$ cat src/rtl/som_serial_param_if.sv
// Start/busy/done handshake bundle for som_serial_param.
// The ovf signal exists only when SOM_OVF_FLAG_EN is defined.
interface som_serial_param_if #(
    parameter int WIDTH = 8
);
    logic             start;
    logic             sub;
    logic [WIDTH-1:0] x;
    logic [WIDTH-1:0] y;
    logic             Cin;
    logic             busy;
    logic             done;
    logic [WIDTH-1:0] A;
    logic             Cout;
`ifdef SOM_OVF_FLAG_EN
    logic             ovf;

    modport master (output start, sub, x, y, Cin, input busy, done, A, Cout, ovf);
    modport slave  (input start, sub, x, y, Cin, output busy, done, A, Cout, ovf);
`else
    modport master (output start, sub, x, y, Cin, input busy, done, A, Cout);
    modport slave  (input start, sub, x, y, Cin, output busy, done, A, Cout);
`endif
endinterface

$ cat src/rtl/som_serial_param.sv
// Digit-serial add/subtract unit: DIGIT bits per clock, LSB first, WIDTH/DIGIT cycles per op.
// Optional signed-overflow flag (ovf) enabled by defining SOM_OVF_FLAG_EN.
module som_serial_param #(
    parameter int WIDTH = 8,
    parameter int DIGIT = 2
) (
    input  logic              clk,
    input  logic              rst,
    som_serial_param_if.slave bus
);
    localparam int N     = WIDTH / DIGIT;
    localparam int CNT_W = (N > 1) ? $clog2(N) : 1;

    typedef enum logic [1:0] {
        IDLE = 2'd0,
        RUN  = 2'd1,
        DONE = 2'd2
    } state_t;

    state_t           state_q;
    logic [WIDTH-1:0] x_q;
    logic [WIDTH-1:0] y_q;
    logic [WIDTH-1:0] acc_q;
    logic             carry_q;
    logic [CNT_W-1:0] cnt_q;
    logic [WIDTH-1:0] a_q;
    logic             cout_q;
    logic             busy_q;
    logic             done_q;

    logic [DIGIT:0]   digitSum_d;
    logic [WIDTH-1:0] x_d;
    logic [WIDTH-1:0] y_d;
    logic [WIDTH-1:0] acc_d;
    logic             carry_d;
    logic             lastDigit_d;
    logic             accept_d;

`ifdef SOM_OVF_FLAG_EN
    logic             ovf_q;
    logic             ovf_d;
`endif

    // One digit of the ripple add; the new digit enters the result from the MSB end.
    always_comb begin
        digitSum_d  = {1'b0, x_q[DIGIT-1:0]} + {1'b0, y_q[DIGIT-1:0]}
                    + {{DIGIT{1'b0}}, carry_q};
        carry_d     = digitSum_d[DIGIT];
        x_d         = x_q >> DIGIT;
        y_d         = y_q >> DIGIT;
        acc_d       = (acc_q >> DIGIT)
                    | (WIDTH'(digitSum_d[DIGIT-1:0]) << (WIDTH - DIGIT));
        lastDigit_d = (cnt_q == CNT_W'(N - 1));
        accept_d    = bus.start && ((state_q == IDLE) || (state_q == DONE));
    end

`ifdef SOM_OVF_FLAG_EN
    // Carry into the MSB is recovered from the MSB sum bit and its two operand bits.
    always_comb begin
        ovf_d = (x_q[DIGIT-1] ^ y_q[DIGIT-1] ^ digitSum_d[DIGIT-1]) ^ carry_d;
    end
`endif

    always_ff @(posedge clk or posedge rst) begin
        if (rst) begin
            state_q <= IDLE;
            x_q     <= '0;
            y_q     <= '0;
            acc_q   <= '0;
            carry_q <= 1'b0;
            cnt_q   <= '0;
            a_q     <= '0;
            cout_q  <= 1'b0;
            busy_q  <= 1'b0;
            done_q  <= 1'b0;
`ifdef SOM_OVF_FLAG_EN
            ovf_q   <= 1'b0;
`endif
        end else begin
            case (state_q)
                IDLE, DONE: begin
                    done_q <= 1'b0;
                    if (accept_d) begin
                        // Subtraction is x + ~y + 1, so borrow-in flips to carry-in.
                        x_q     <= bus.x;
                        y_q     <= bus.sub ? ~bus.y : bus.y;
                        carry_q <= bus.Cin ^ bus.sub;
                        acc_q   <= '0;
                        cnt_q   <= '0;
                        busy_q  <= 1'b1;
                        state_q <= RUN;
                    end else begin
                        state_q <= IDLE;
                    end
                end
                RUN: begin
                    x_q     <= x_d;
                    y_q     <= y_d;
                    acc_q   <= acc_d;
                    carry_q <= carry_d;
                    cnt_q   <= cnt_q + CNT_W'(1);
                    if (lastDigit_d) begin
                        a_q     <= acc_d;
                        cout_q  <= carry_d;
`ifdef SOM_OVF_FLAG_EN
                        ovf_q   <= ovf_d;
`endif
                        busy_q  <= 1'b0;
                        done_q  <= 1'b1;
                        state_q <= DONE;
                    end
                end
                default: begin
                    busy_q  <= 1'b0;
                    done_q  <= 1'b0;
                    state_q <= IDLE;
                end
            endcase
        end
    end

    assign bus.busy = busy_q;
    assign bus.done = done_q;
    assign bus.A    = a_q;
    assign bus.Cout = cout_q;
`ifdef SOM_OVF_FLAG_EN
    assign bus.ovf  = ovf_q;
`endif

endmodule
$ cat src/flat_wrapper.sv
// flat-port wrapper written by rule: the top's interface ports become plain ports
module som_serial_param_flat 
#(
    parameter int WIDTH = 8,
    parameter int DIGIT = 2
)
  (clk, rst, bus_start, bus_sub, bus_x, bus_y, bus_Cin, bus_busy, bus_done, bus_A, bus_Cout);
  som_serial_param_if #(.WIDTH(WIDTH)) bus_i ();
  input  logic clk;
  input  logic rst;
  input wire logic [$bits(bus_i.start)-1:0] bus_start;
  input wire logic [$bits(bus_i.sub)-1:0] bus_sub;
  input wire logic [$bits(bus_i.x)-1:0] bus_x;
  input wire logic [$bits(bus_i.y)-1:0] bus_y;
  input wire logic [$bits(bus_i.Cin)-1:0] bus_Cin;
  output wire logic [$bits(bus_i.busy)-1:0] bus_busy;
  output wire logic [$bits(bus_i.done)-1:0] bus_done;
  output wire logic [$bits(bus_i.A)-1:0] bus_A;
  output wire logic [$bits(bus_i.Cout)-1:0] bus_Cout;
  assign bus_i.start = bus_start;
  assign bus_i.sub = bus_sub;
  assign bus_i.x = bus_x;
  assign bus_i.y = bus_y;
  assign bus_i.Cin = bus_Cin;
  assign bus_busy = bus_i.busy;
  assign bus_done = bus_i.done;
  assign bus_A = bus_i.A;
  assign bus_Cout = bus_i.Cout;
  som_serial_param #(.WIDTH(WIDTH), .DIGIT(DIGIT)) u_core (.clk(clk), .rst(rst), .bus(bus_i));
endmodule
$ cat config.mk
export PLATFORM = sky130hd
export DESIGN_NAME = som_serial_param_flat
export DESIGN_NICKNAME = d
export VERILOG_FILES = /design/src/rtl/som_serial_param_if.sv /design/src/rtl/som_serial_param.sv /design/src/flat_wrapper.sv
export SDC_FILE = /design/constraint.sdc
export NUM_CORES = 1
export LEC_CHECK = 0
export ABC_AREA = 1
export BUFFER_PORTS_ARGS = -buffer_cell sky130_fd_sc_hd__buf_2
export CAP_MARGIN = 20
export CORE_UTILIZATION = 25
export CTS_BUF_LIST = sky130_fd_sc_hd__clkbuf_4 sky130_fd_sc_hd__clkbuf_8
export DETAILED_ROUTE_END_ITERATION = 12
export GPL_ROUTABILITY_DRIVEN = 1
export PLACE_DENSITY = 0.45
export SYNTH_ARGS = -nofsm -noshare
export SYNTH_HDL_FRONTEND = slang
export SYNTH_SLANG_ARGS = --single-unit
$ cat constraint.sdc
create_clock -name clk -period 2.4 [get_ports clk]
set_clock_uncertainty 0.15 [all_clocks]
set_input_delay 0.12 -clock clk [delete_from_list [all_inputs] [get_ports clk]]
set_output_delay 0.12 -clock clk [all_outputs]
set_load 0.02 [all_outputs]
### After elaboration in Yosys (flattened, before gate mapping)

Cells that the tools add are included.
Widths: inputs -> output; s select.

* add/sub/neg operators: 3
* equality and inequality tests: 5
* mux-type cells: 19
* bitwise logic cells: 3
* reduce and logical (&&, ||, !) cells: 8

Operators with widths (number)
* $pmux 8 s2: 3
* $mux 8: 4
* $not 8->8: 1
* $or 6x8->8: 1
* $pmux 2 s2: 2
* $mux 1: 6
* $reduce_and 2->1: 3
* $eq 2x2->1 const B: 2
* $mux 2: 2
* $ne 2x1->1 const B: 2
* $pmux 1 s2: 2
* $add 2x2->3: 1
* $add 3x1->3: 1
* $add 2x1->2 const B: 1
* $eq 2x1->1 const B: 1
* $logic_not 2->1: 1
* $reduce_bool 2->1: 1
* $reduce_or 2->1: 1
* $logic_and 1x1->1: 1
* $logic_or 1x1->1: 1
* $xor 1x1->1: 1

* bits in registers: 40
* input port bits: 21
* logic and storage cells: 48

### Longest topological paths before layout

* word-level depth: 5
* gate-level depth with buffers: 8
* mapped depth without buffers: 6

### Worst setup path after synthesis

OpenSTA, ideal clock, no wires.

* path type: register to register
* start point: register u_core.carry_q
* end point: register u_core.a_q[7], in the netlist u_core.bus.A[7]
* library setup time: 117 ps
* data arrival time: 1407 ps
* data required time: 2133 ps
* setup slack: 726 ps
* cell stages (with the launch flop): 7
* buffers on the path: 0
* path through: dfrtp_1 -> inv_1 -> fa_1 -> fa_1 -> inv_1 -> nand2_1 -> nand2_1

* longest elaborated chain between the ends: 2

Ends and longest elaborated chain
* start: declaration: RTL line som_serial_param.sv:24 `logic carry_q;`
* start signal: assignment: RTL line som_serial_param.sv:87 `carry_q <= bus.Cin ^ bus.sub;`
* start signal: assignment: RTL line som_serial_param.sv:100 `carry_q <= carry_d;`
* $add 3x1->3: RTL line som_serial_param.sv:47 `+ {{DIGIT{1'b0}}, carry_q};`
* $or 6x8->8: RTL line som_serial_param.sv:52 `| (WIDTH'(digitSum_d[DIGIT-1:0]) << (WIDTH - DIGIT));`
* end signal: assignment: RTL line som_serial_param.sv:72 `a_q <= '0;`
* end signal: assignment: RTL line som_serial_param.sv:103 `a_q <= acc_d;`
* end: declaration: RTL line som_serial_param.sv:26 `logic [WIDTH-1:0] a_q;`

Every way passes these cells.
A chain may end at the register's enable or synchronous reset.

### Worst setup path in the final report

Same ends and word-level chain as after synthesis.

==> run_results.csv <==
group,metric,value,unit
status,status,"finished clean",
synthesis,synth_warnings,0,
layout,fillCellCount,750,
critical_path,worst_ep_required_time,2.43,ns
clocking,root_buffer,"clkbuf_8",
grt,antenna_found_initial,0,
timing,setup_viol,0,
layout,syn2layout_area_growth,28.6,%
clocking,clkTransAtPathRegs,0.07,ns
power_and_ir_drop,vdd_drop_max,547,µV
timing,period_share,72.3,%
min_path,hold_class,"primary input to flip-flop",
grt,grt-ovfl-total,0,
critical_path,crit_end,"u_core.bus.A[7]$_DFFE_PP0P_",
critical_path,rrSetupSlack,0.67,ns
floorplan,core,0.00679,mm²
floorplan,ios,32,
critical_path,crit_type,"flip-flop to flip-flop",
clocking,h-tree-depth,2,
route,vias,1495,
timing,finalSetupTns,0,ns
floorplan,num_rows,30,
layout,final_cell_count_no_fill,367,
clocking,post_cts_buffers,0,
clocking,cts_hold_buf,15,
clocking,cts_buffers,5,
floorplan,initial_core_util,25.9,%
placement,hpwl,2.49,mm
placement,gp_congestion,0.738,
synthesis,synth_nets,245,
placement,post-place-cells,344,
synthesis,ys_types,19,
power_and_ir_drop,report.power.total,0.00268,W
clocking,tritoncts,"built",
clocking,cts_sinks,37,
route,ant_nets,0,
critical_path,cp-end-kind,"flip-flop",
timing,drv_slew,0,
min_path,whs_path_depth,5,
timing,rsz0062_at_grt,"no",
route,drt_iter0_drc,49,
synthesis,syn_inst,221,
critical_path,regToRegEndpoint,"u_core.bus.A[7]$_DFFE_PP0P_",
route,post_drt_wl_per_cell,10.4,µm
synthesis,syn_area,0.00176,mm²
min_path,min_from,"bus_x[5]",
route,drcViolationCount,0,
critical_path,critPathArrivalTime,1.76,ns
placement,dp_slack,0.669,ns
critical_path,r2r_cells,6,
timing,setup_ws,0.666,ns
synthesis,ys_ff_latch,37,
synthesis,yosysSeqAreaShare,52.6,%
run,maxCapViolations,0,
floorplan,die_width,85.9,µm
route,routed_wl,3.80,mm
timing,final.min_clock_period,1.73,ns
power_and_ir_drop,powerDensity,1180,mW/mm²
grt,grt_pass1_vias,1451,
critical_path,crit_fanout,2,
placement,portBuffers,31,
grt,grt_max_degree,38,
timing,max_slew.worst_pin.slew,0.757,ns
synthesis,postSynthAreaPerCell,7.96,µm²
layout,antenna_cells,0,
grt,grt_pass1_wl,6.71,mm
clocking,cts_resized,0,
critical_path,critPathLaunchType,"flip-flop",
route,drt-pass1-iter-count,4,
layout,fin_nets,294,
timing,fmax,577,MHz
route,avgViaCountPerCell,4.07,
clocking,clockBufferDepth,2,
floorplan,die_y,85.9,µm
critical_path,crit_start,"u_core.carry_q$_DFFE_PP0P_",
layout,final_cell_mix,"nand2_1 (102), dfrtp_1 (37), nand3_1 (33)",
timing,hold_viol_final,0,
clocking,clk-insertion-delay-late,0.29,ns
grt,grt_usage,12.0,%
timing,slew_headroom,49.4,%
layout,drive_gt1_share,18.1,%
power_and_ir_drop,total_leakage_power,1.25,nW
critical_path,r2r_start,"u_core.carry_q$_DFFE_PP0P_",
floorplan,fp.dieArea,0.00738,mm²
layout,mostFrequentLayoutCell,"nand2_1",
## registers in the layout, summed over array words and instances, names as in the netlist
register,cells
u_core.acc_q,6
u_core.y_q,8
u_core.carry_q,1
u_core.bus.Cout,1
u_core.cnt_q,2
u_core.bus.A,8
u_core.state_q,1
u_core.x_q,8
u_core.bus.done,1
u_core.bus.busy,1
## cells by family after synthesis
group	share of synthesized area, %
AOI/OAI and AO/OA	0.853
xor gates and xnor gates	0.996
adders and majority gates	2.99
buffers and inverters	8.32
DFF	52.6
and+or+nand+nor	34.2
## synth_stat cells
cell       n  share of area [%]
nand2_4    2                1.3
nand2_2    1               0.36
a21oi_1    1               0.28
nand3_1   33                9.4
nor2_2     1               0.36
xor2_1     2                1.0
fa_1       2                2.3
nor2_1     2               0.43
inv_2      2               0.43
o21ai_0    2               0.57
inv_1     25                5.3
nor2_4     1               0.64
nand2_1  102                 22
inv_4      1               0.36
buf_2      4                1.1
buf_6      1               0.64
ha_1       1               0.71
dfrtp_1   37                 53
buf_4      1               0.43
## worst min-delay path by stage
stage	end	slack, ns
floorplan	u_core.x_q[6]$_DFFE_PP0P_	0.09
global placement	u_core.bus.A[1]$_DFFE_PP0P_	0.13
detailed placement	u_core.bus.A[1]$_DFFE_PP0P_	0.12
CTS	u_core.x_q[5]$_DFFE_PP0P_	0.0003
global route	u_core.x_q[0]$_DFFE_PP0P_	0.03
finish	u_core.x_q[5]$_DFFE_PP0P_	0.01
## routing by layer
layer	vias up	part of all wire (%)	track usage (%)
met2	32	48	19.2
met4	0	0.76	4.55
met3	4	3.4	3.18
li1	771	-	-
met1	688	48	15.4
met5	-	0	0
## power breakdown
| part | switching [W] | internal [W] | total, W |
|---|---|---|---|
| clock network | 0.000223 | 0.000260 | 0.000483 |
| registers | 0.000181 | 0.000907 | 0.00109 |
| logic | 0.000714 | 0.000393 | 0.00111 |
| total | 0.00112 | 0.00156 | 0.00268 |
## critical path: stages, from the launching register on
cell and delay (ns):
dfrtp_1 0.35, inv_1 0.06, fa_1 0.43, fa_1 0.48, inv_1 0.05, nand2_1 0.06, nand2_1 0.05
## per-stage QoR
stage,util (%),hold slack [ns],area [µm²]
finish,33.3,0.0105,2260
global route,33.3,0.0300,2260
CTS,33.3,0.000254,2260
detailed placement,29.6,0.125,2010
global placement,29.6,0.125,2010
floorplan,-,0.0866,1760
## area by class of cell
class	count	area (µm²)	area share, %
clock buffer	7	96.3	4.26
clock inverter	1	5.00	0.221
inverter	28	108	4.76
multi-input combinational	150	687	30.4
sequential	37	926	40.9
tap	96	120	5.31
timing repair buffer	48	320	14.2
Power figures use the tool's default switching activity.
